File: src/rtl/spi_master_fifo.sv
// SPI master engine (CPOL/CPHA modes, SCLK divider, multiple slave selects) with a show-ahead RX FIFO.
// Optional `define SPI_LSB_FIRST_EN adds the lsb_first input for LSB-first shifting.
//
// state | meaning
// IDLE  | txrdy=1, SCLK tracks cpol input, SSn all high, MOSI high
// SETUP | slave selected, one half-period before the first SCLK edge
// SHIFT | 2*DATA_W half-periods, SCLK toggles at the end of each
// HOLD  | one half-period with SCLK at idle level, then push rx word
module spi_master_fifo #(
  parameter int DATA_W = 8,
  parameter int DEPTH  = 4,
  parameter int NUM_SS = 2,
  parameter int DIV_W  = 8,
  localparam int SS_W  = (NUM_SS > 1) ? $clog2(NUM_SS) : 1,
  localparam int CNT_W = $clog2(DEPTH) + 1
) (
  input  logic              clk,
  input  logic              rst,
  input  logic [DATA_W-1:0] txdin,
  input  logic              txgo,
  output logic              txrdy,
  input  logic              cpol,
  input  logic              cpha,
  input  logic [DIV_W-1:0]  clkdiv,
  input  logic [SS_W-1:0]   ss_sel,
`ifdef SPI_LSB_FIRST_EN
  input  logic              lsb_first,
`endif
  output logic [DATA_W-1:0] rxdout,
  output logic              rxvalid,
  input  logic              rxrd,
  output logic [CNT_W-1:0]  rxcount,
  output logic              rxovf,
  input  logic              rxovf_clr,
  input  logic              MISO,
  output logic              MOSI,
  output logic              SCLK,
  output logic [NUM_SS-1:0] SSn
);

  localparam int PTR_W = $clog2(DEPTH);
  localparam int EW    = $clog2(2 * DATA_W) + 1;
  localparam logic [EW-1:0] LAST_EDGE = EW'(2 * DATA_W - 1);

  typedef enum logic [1:0] {IDLE, SETUP, SHIFT, HOLD} state_t;

  state_t              state_q, state_d;
  logic [DIV_W-1:0]    hp_cnt_q, hp_cnt_d;
  logic [EW-1:0]       edge_cnt_q, edge_cnt_d;
  logic [DATA_W-1:0]   tx_sr_q, tx_sr_d;
  logic [DATA_W-1:0]   rx_sr_q, rx_sr_d;
  logic                cpol_q, cpol_d;
  logic                cpha_q, cpha_d;
  logic                lsb_cfg_q, lsb_cfg_d;
  logic [DIV_W-1:0]    div_q, div_d;
  logic                sclk_q, sclk_d;
  logic                mosi_q, mosi_d;
  logic [NUM_SS-1:0]   ssn_q, ssn_d;

  logic [DATA_W-1:0]   mem_q [DEPTH];
  logic [DATA_W-1:0]   mem_d [DEPTH];
  logic [PTR_W-1:0]    wr_ptr_q, wr_ptr_d;
  logic [PTR_W-1:0]    rd_ptr_q, rd_ptr_d;
  logic [CNT_W-1:0]    count_q, count_d;
  logic                ovf_q, ovf_d;

  logic                lsb_in;
  logic                hp_end;
  logic                leading;
  logic                push;
  logic                pop;
  logic                full;
  logic                wr_en;

`ifdef SPI_LSB_FIRST_EN
  assign lsb_in = lsb_first;
`else
  assign lsb_in = 1'b0;
`endif

  assign txrdy   = (state_q == IDLE);
  assign SCLK    = sclk_q;
  assign MOSI    = mosi_q;
  assign SSn     = ssn_q;
  assign hp_end  = (hp_cnt_q == '0);
  assign leading = ~edge_cnt_q[0];

  always_comb begin
    state_d    = state_q;
    hp_cnt_d   = hp_cnt_q;
    edge_cnt_d = edge_cnt_q;
    tx_sr_d    = tx_sr_q;
    rx_sr_d    = rx_sr_q;
    cpol_d     = cpol_q;
    cpha_d     = cpha_q;
    lsb_cfg_d  = lsb_cfg_q;
    div_d      = div_q;
    sclk_d     = sclk_q;
    mosi_d     = mosi_q;
    ssn_d      = ssn_q;
    push       = 1'b0;

    if (state_q != IDLE) begin
      hp_cnt_d = hp_end ? div_q : hp_cnt_q - 1'b1;
    end

    case (state_q)
      IDLE: begin
        sclk_d = cpol;
        mosi_d = 1'b1;
        ssn_d  = '1;
        if (txgo) begin
          state_d    = SETUP;
          cpol_d     = cpol;
          cpha_d     = cpha;
          lsb_cfg_d  = lsb_in;
          div_d      = clkdiv;
          hp_cnt_d   = clkdiv;
          edge_cnt_d = '0;
          rx_sr_d    = '0;
          for (int i = 0; i < NUM_SS; i++) begin
            ssn_d[i] = (int'(ss_sel) != i);
          end
          // cpha=0 puts the first bit on MOSI before the first (sampling) edge
          if (!cpha) begin
            mosi_d  = lsb_in ? txdin[0] : txdin[DATA_W-1];
            tx_sr_d = lsb_in ? (txdin >> 1) : (txdin << 1);
          end else begin
            tx_sr_d = txdin;
          end
        end
      end
      SETUP: begin
        if (hp_end) state_d = SHIFT;
      end
      SHIFT: begin
        if (hp_end) begin
          sclk_d     = ~sclk_q;
          edge_cnt_d = edge_cnt_q + 1'b1;
          if (leading ^ cpha_q) begin
            rx_sr_d = lsb_cfg_q ? {MISO, rx_sr_q[DATA_W-1:1]} : {rx_sr_q[DATA_W-2:0], MISO};
          end else begin
            mosi_d  = lsb_cfg_q ? tx_sr_q[0] : tx_sr_q[DATA_W-1];
            tx_sr_d = lsb_cfg_q ? (tx_sr_q >> 1) : (tx_sr_q << 1);
          end
          if (edge_cnt_q == LAST_EDGE) begin
            state_d = HOLD;
            sclk_d  = cpol_q;
          end
        end
      end
      HOLD: begin
        sclk_d = cpol_q;
        if (hp_end) begin
          state_d = IDLE;
          ssn_d   = '1;
          mosi_d  = 1'b1;
          push    = 1'b1;
        end
      end
      default: state_d = IDLE;
    endcase
  end

  // A full FIFO still accepts a push when a pop frees a slot in the same cycle
  always_comb begin
    pop      = rxrd & (count_q != '0);
    full     = (count_q == CNT_W'(DEPTH));
    wr_en    = push & (~full | pop);
    mem_d    = mem_q;
    wr_ptr_d = wr_ptr_q;
    rd_ptr_d = rd_ptr_q;
    count_d  = count_q + CNT_W'(wr_en) - CNT_W'(pop);
    ovf_d    = ovf_q;
    if (wr_en) begin
      mem_d[wr_ptr_q] = rx_sr_q;
      wr_ptr_d        = wr_ptr_q + 1'b1;
    end
    if (pop) rd_ptr_d = rd_ptr_q + 1'b1;
    if (rxovf_clr) ovf_d = 1'b0;
    if (push & full & ~pop) ovf_d = 1'b1;
  end

  assign rxvalid = (count_q != '0);
  assign rxdout  = rxvalid ? mem_q[rd_ptr_q] : '0;
  assign rxcount = count_q;
  assign rxovf   = ovf_q;

  always_ff @(posedge clk) begin
    if (rst) begin
      state_q    <= IDLE;
      hp_cnt_q   <= '0;
      edge_cnt_q <= '0;
      tx_sr_q    <= '0;
      rx_sr_q    <= '0;
      cpol_q     <= 1'b0;
      cpha_q     <= 1'b0;
      lsb_cfg_q  <= 1'b0;
      div_q      <= '0;
      sclk_q     <= 1'b0;
      mosi_q     <= 1'b1;
      ssn_q      <= '1;
      wr_ptr_q   <= '0;
      rd_ptr_q   <= '0;
      count_q    <= '0;
      ovf_q      <= 1'b0;
    end else begin
      state_q    <= state_d;
      hp_cnt_q   <= hp_cnt_d;
      edge_cnt_q <= edge_cnt_d;
      tx_sr_q    <= tx_sr_d;
      rx_sr_q    <= rx_sr_d;
      cpol_q     <= cpol_d;
      cpha_q     <= cpha_d;
      lsb_cfg_q  <= lsb_cfg_d;
      div_q      <= div_d;
      sclk_q     <= sclk_d;
      mosi_q     <= mosi_d;
      ssn_q      <= ssn_d;
      wr_ptr_q   <= wr_ptr_d;
      rd_ptr_q   <= rd_ptr_d;
      count_q    <= count_d;
      ovf_q      <= ovf_d;
    end
  end

  // Storage needs no reset: contents are only visible through count_q
  always_ff @(posedge clk) begin
    mem_q <= mem_d;
  end

endmodule

File: config.mk
export PLATFORM = sky130hd
export DESIGN_NAME = spi_master_fifo
export DESIGN_NICKNAME = d
export VERILOG_FILES = /design/src/rtl/spi_master_fifo.sv
export SDC_FILE = /design/constraint.sdc
export NUM_CORES = 1
export LEC_CHECK = 0
export BUFFER_PORTS_ARGS = -buffer_cell sky130_fd_sc_hd__clkbuf_2
export CORE_MARGIN = 4
export CORE_UTILIZATION = 50
export DETAILED_ROUTE_END_ITERATION = 10
export PLACE_DENSITY = 0.72
export SETUP_SLACK_MARGIN = 0.2
export SYNTH_ARGS = -nofsm -noshare
export SYNTH_HDL_FRONTEND = slang
export SYNTH_SLANG_ARGS = --single-unit
File: constraint.sdc
create_clock -name clk -period 2.6 [get_ports clk]
set_clock_uncertainty 0.05 [all_clocks]
set_input_delay 0 -clock clk [delete_from_list [all_inputs] [get_ports clk]]
set_output_delay 0 -clock clk [all_outputs]
set_load 0.01 [all_outputs]
-- Word level (Yosys, flattened, before mapping)
Cells that the tools add are included.
- flip-flop bits (word level): 85
- bits of input ports: 25
- output and inout bits: 18
- add/subtract/negate cells: 6
- order comparisons: 3
- equal/unequal tests: 12
- mux-type cells: 45
- bitwise logic cells: 13
- reduce and logical (&&, ||, !) cells: 17
- operator list (operator ; number):
    two-way mux 8 bit ; 15
    bitwise mux 32 bit ; 1
    one-hot mux 8 bit (2 select lines) ; 2
    binary-select mux 8 bit (select 2 bit) ; 1
    demux 8 bit (select 2 bit) ; 1
    two-way mux 2 bit ; 7
    inequality test 2 bit (second input constant) ; 7
    AND reduction 4 bit ; 3
    two-way mux 1 bit ; 11
    two-way mux 5 bit ; 2
    one-hot mux 5 bit (2 select lines) ; 1
    logical NOT 8 bit ; 1
    one-hot mux 2 bit (4 select lines) ; 1
    nonzero test 2 bit ; 4
    subtractor 8 x 1 -> 8 bit (second input constant) ; 1
    >= comparator 3 bit (second input constant) ; 2
    inverter 2 -> 3 bit ; 2
    one-hot mux 1 bit (3 select lines) ; 2
    AND reduction 2 bit ; 3
    nonzero test 3 bit ; 2
    adder 5 x 1 -> 5 bit (second input constant) ; 1
    equality test 5 x 4 -> 1 bit (second input constant) ; 1
    inverter 1 bit ; 5
    AND reduction 5 bit ; 1
    14 further kinds ; 19

-- Longest topological paths before layout
- depth after elaboration: 6
- mapped depth: 13
- depth with buffers taken out: 12

-- Worst setup path before layout
No wires, ideal clock.
- path type: reg2reg
- start point: register hp_cnt_q[0]
- end point: register count_q[2], in the netlist rxcount[2]
- setup time: 128 ps
- data arrival time: 2677 ps
- data required time: 2422 ps
- setup slack: -255 ps
- stages on the path, launching flop included: 14
- buffers on the path: 1
- clock period less this slack: 2855 ps
- cell sequence: dfxtp_1 inv_1 ha_1 buf_4 nor3b_1 nand2_1 nor3b_1 inv_1 ha_1 inv_1 ha_1 fa_1 xnor2_1 nor2_1
- cells in the longest elaborated chain, start to end: 6
- RTL lines (item ; line ; RTL):
    start: declaration ; 48 ; logic [DIV_W-1:0] hp_cnt_q, hp_cnt_d;
    start signal: assignment ; 209 ; hp_cnt_q <= hp_cnt_d;
    logical NOT 8 bit ; 85 ; assign hp_end = (hp_cnt_q == '0);
    two-way mux 1 bit ; 154 ; if (hp_end) begin
    two-way mux 1 bit ; 107 ; case (state_q)
    AND 1 bit ; 169 ; wr_en = push & (~full | pop);
    adder 3 x 1 -> 3 bit ; 173 ; count_d = count_q + CNT_W'(wr_en) - CNT_W'(pop);
    subtractor 3 x 1 -> 3 bit ; 173 ;
    end signal: assignment ; 222 ; count_q <= count_d;
    end: declaration ; 64 ; logic [CNT_W-1:0] count_q, count_d;
Every way passes these cells.
A chain may end at the register's enable or synchronous reset.

-- Final worst setup path
- start point: register hp_cnt_q[0]
- end point: register count_q[1], in the netlist rxcount[1]
- cells in the longest elaborated chain, start to end: 6
- RTL lines (item ; line):
    logical NOT 8 bit ; 85
    two-way mux 1 bit ; 154
    two-way mux 1 bit ; 107
    AND 1 bit ; 169
    adder 3 x 1 -> 3 bit ; 173
    subtractor 3 x 1 -> 3 bit ; 173
    named net count_d[1] ; 64
The timed path passes the listed nets, and every way through them passes these cells.

==> flow_metrics.py <==
metrics = {
    "outcome": {
        "status": "completed",
    },
    "clock_tree": {
        "cts.clk_slew.worst_paths_ns": 0.09,
        "cts_tree": "done",
        "clockRootBuffer": "clkbuf_8",
        "htreeDepth": 3,
        "cts_sinks": 85,
        "clockBufferDepth": 2,
        "insertion_delay_ns": 0.36,
        "numCtsBuffers": 9,
    },
    "setup_path": {
        "crit_path_cell_trace": "inv_2 -> ha_4 -> nor3b_4 -> nand2_2 -> nor3b_2 -> inv_2 -> ha_4 -> inv_2 -> ha_4 -> fa_2 -> nor2b_1",
        "cpMaxStageDelayCell": "fa_2",
        "worst-path-max-fanout": 4,
        "cpPeakStageDelay_ns": 0.50,
        "critical_path_required_ns": 2.84,
        "criticalPathCategory": "reg2reg",
        "crit_buf_inv": 3,
        "critPathCaptureType": "register",
        "cpLargestDelayFamily": "adder cells",
        "startpoint_type": "register",
        "cp.arrival_ns": 2.58,
    },
    "logic_synthesis": {
        "syn_nets": 418,
        "ys_seq_area_share_pct": 50.5,
        "ys_types": 55,
        "synth_edf_count": 32,
        "synthTopCellsByCount": "dfxtp_1, nand2_1, edfxtp_1",
        "synth.top_cell.area_share_pct": 26.5,
        "synth.avg_cell_area_um2": 10.6,
        "synth_top_area_cell": "dfxtp_1",
        "ys_warn_count": 0,
        "synthCells": 379,
        "synth-seq-cells": 85,
        "synth.most_common_cell": "dfxtp_1",
        "ys.flop_type": "dfxtp_1",
        "synthArstFlopShare_pct": 0,
        "synth_area_leaders": "dfxtp_1, edfxtp_1, mux4_2, ha_1, a21oi_1",
        "synth_area_mm2": 0.00401,
    },
    "finish": {
        "diodes": 0,
        "regArea_mm2": 0.00203,
        "nNetsFinal": 482,
        "nFillCells": 655,
        "fin_cells": 550,
        "syn2layout_area_growth_pct": 19.8,
        "multiInputGateArea_mm2": 0.00188,
        "layout-drive-gt1-share_pct": 25.4,
    },
    "sta": {
        "finalCriticalPeriod_ns": 2.35,
        "slew_headroom_pct": 27.5,
        "hold-worst-slack_ns": 0.0208,
        "finalCritPeriodShare_pct": 90.2,
        "timing.fmax_mhz": 426,
        "drv_slew": 0,
        "totalNegativeSetupSlack_ns": 0,
        "rsz0062_at_grt": "true",
        "finalSetupViolCount": 0,
        "tightest_slew_ns": 1.09,
        "hold_viol_final": 0,
    },
    "power_and_ir_drop": {
        "pwr_density_cell_mw_per_mm2": 1040,
        "power_leakage_nw": 1.85,
        "ir_drop_mv": 0.580,
    },
    "placed_design": {
        "numPortBuffers": 42,
        "routabilityCongestion": 0.820,
        "dp_hpwl_um": 5780,
        "dp_cells": 515,
    },
    "grt": {
        "grt_start_max_net_pins": 56,
        "grt_usage_pct": 18.2,
        "overflow": 0,
        "top_usage_layer": "met2",
        "grt_pass1_vias": 3072,
        "grt_use_met2_pct": 30.9,
        "grt_pass1_wl_um": 14200,
        "antenna_found_initial": 0,
        "grt_use_met3_pct": 3.23,
        "use_met1_pct": 23.0,
    },
    "floorplan": {
        "ios": 43,
        "start_util_pct": 51.6,
        "die_x_um": 97.5,
        "fp.dieH_um": 97.5,
        "core-area_mm2": 0.00777,
        "die_area_mm2": 0.00951,
        "row_count": 32,
    },
    "drt": {
        "vias": 3075,
        "route.detailed.drc": 0,
        "drtIter0Drc": 127,
        "wl_per_cell_um": 15.2,
        "antenna_left": 0,
        "viasPerCell": 5.59,
        "finalWirelength_um": 8340,
        "drt_pass1_iterations": 4,
    },
    "flow_run": {
        "maxCapViolCount": 0,
    },
    "worst_hold_path": {
        "hold_path_class": "in2reg",
    },
}
-- worst register-to-register path: stages (launching register included) --
cell	delay [ns]
dfxtp_2	0.34
inv_2	0.07
ha_4	0.13
nor3b_4	0.20
nand2_2	0.09
nor3b_2	0.23
inv_2	0.09
ha_4	0.27
inv_2	0.04
ha_4	0.14
fa_2	0.50
nor2b_1	0.11
-- metrics by stage --
stage	power (mW)	worst slack [ns]	util (%)	instance area [um2]
floorplan	3.35	0.0646	-	4050
global placement	3.90	0.165	56.6	4390
detailed placement	3.97	0.111	56.6	4390
CTS	4.98	0.211	61.3	4760
global route	5.35	0.131	61.8	4800
finish	4.99	0.254	61.8	4800
-- registers in the layout (all words and copies together), names as in the netlist --
name / cells
MOSI: 1
wr_ptr_q: 2
rxovf: 1
mem_q: 32
tx_sr_q: 8
hp_cnt_q: 8
state_q: 2
edge_cnt_q: 5
div_q: 8
cpol_q: 1
SSn: 2
rxcount: 3
rx_sr_q: 8
cpha_q: 1
rd_ptr_q: 2
SCLK: 1
-- worst paths after layout --
kind / startpoint / end / slack (ns) / cells past startpoint
max: hp_cnt_q[0] / rxcount[1] / 0.25 / 11
min: cpha / cpha_q / 0.02 / 3
max reg2reg: hp_cnt_q[0] / rxcount[1] / 0.25 / 11
min reg2reg: div_q[5] / div_q[5] / 0.41 / 2
-- power breakdown --
| group | switching [mW] | internal (mW) |
|---|---|---|
| Combinational | 1.24 | 0.977 |
| Sequential | 0.236 | 1.57 |
| Clock | 0.487 | 0.477 |
| Total | 1.96 | 3.03 |
-- cell families (layout without fill, tap and decap cells) --
family	count (synthesis)	count (layout)	share of synthesized area, %
compound gates	95	95	15.5
xor+xnor	8	8	1.75
fa+ha+maj	14	14	4.56
buf+inv	40	109	4.09
flops	85	85	50.5
mux	23	23	8.34
simple gates	114	114	15.3
-- placed cells by master, fill, tap and decap left out, types with 6 or more instances in the layout --
master,Yosys,layout
a211oi_1,7,7
a21oi_1,31,31
and2_1,10,10
buf_4,1,19
clkbuf_2,0,42
clkbuf_8,0,10
dfxtp_1,53,50
dlygate4sd3_1,0,14
edfxtp_1,32,32
ha_1,13,10
inv_1,18,14
mux2i_1,12,12
mux4_2,8,8
nand2_1,38,37
nand2b_1,8,8
nand3_1,9,9
nor2_1,19,19
o2111ai_1,7,7
o21ai_0,15,15
o22ai_1,6,6
-- per-layer routing --
metal  part of all wire (%)  vias to the layer above
met5                      0                        -
met4                    1.6                        0
met3                    4.1                       12
met2                     51                       66
met1                     43                     1482
li1                       -                     1515
-- final cells by class --
type                            count  area share, %
Clock buffer                       10           2.87
Inverter                           18           1.41
Clock inverter                      6           1.43
Timing Repair Buffer               75           10.3
Multi-Input combinational cell    254           39.2
Sequential cell                    85           42.2
Tap cell                          102           2.66
-- repair_timing --
item                                    in CTS  in global routing
resized for setup                            1                  4
hold buffers                                14                  0
hold endpoints to repair                    22                  0
endpoints found under the setup margin       2                  2
pin swaps                                    1                  2
buffers inserted                             3                  2
Power figures use the tool's default switching activity.
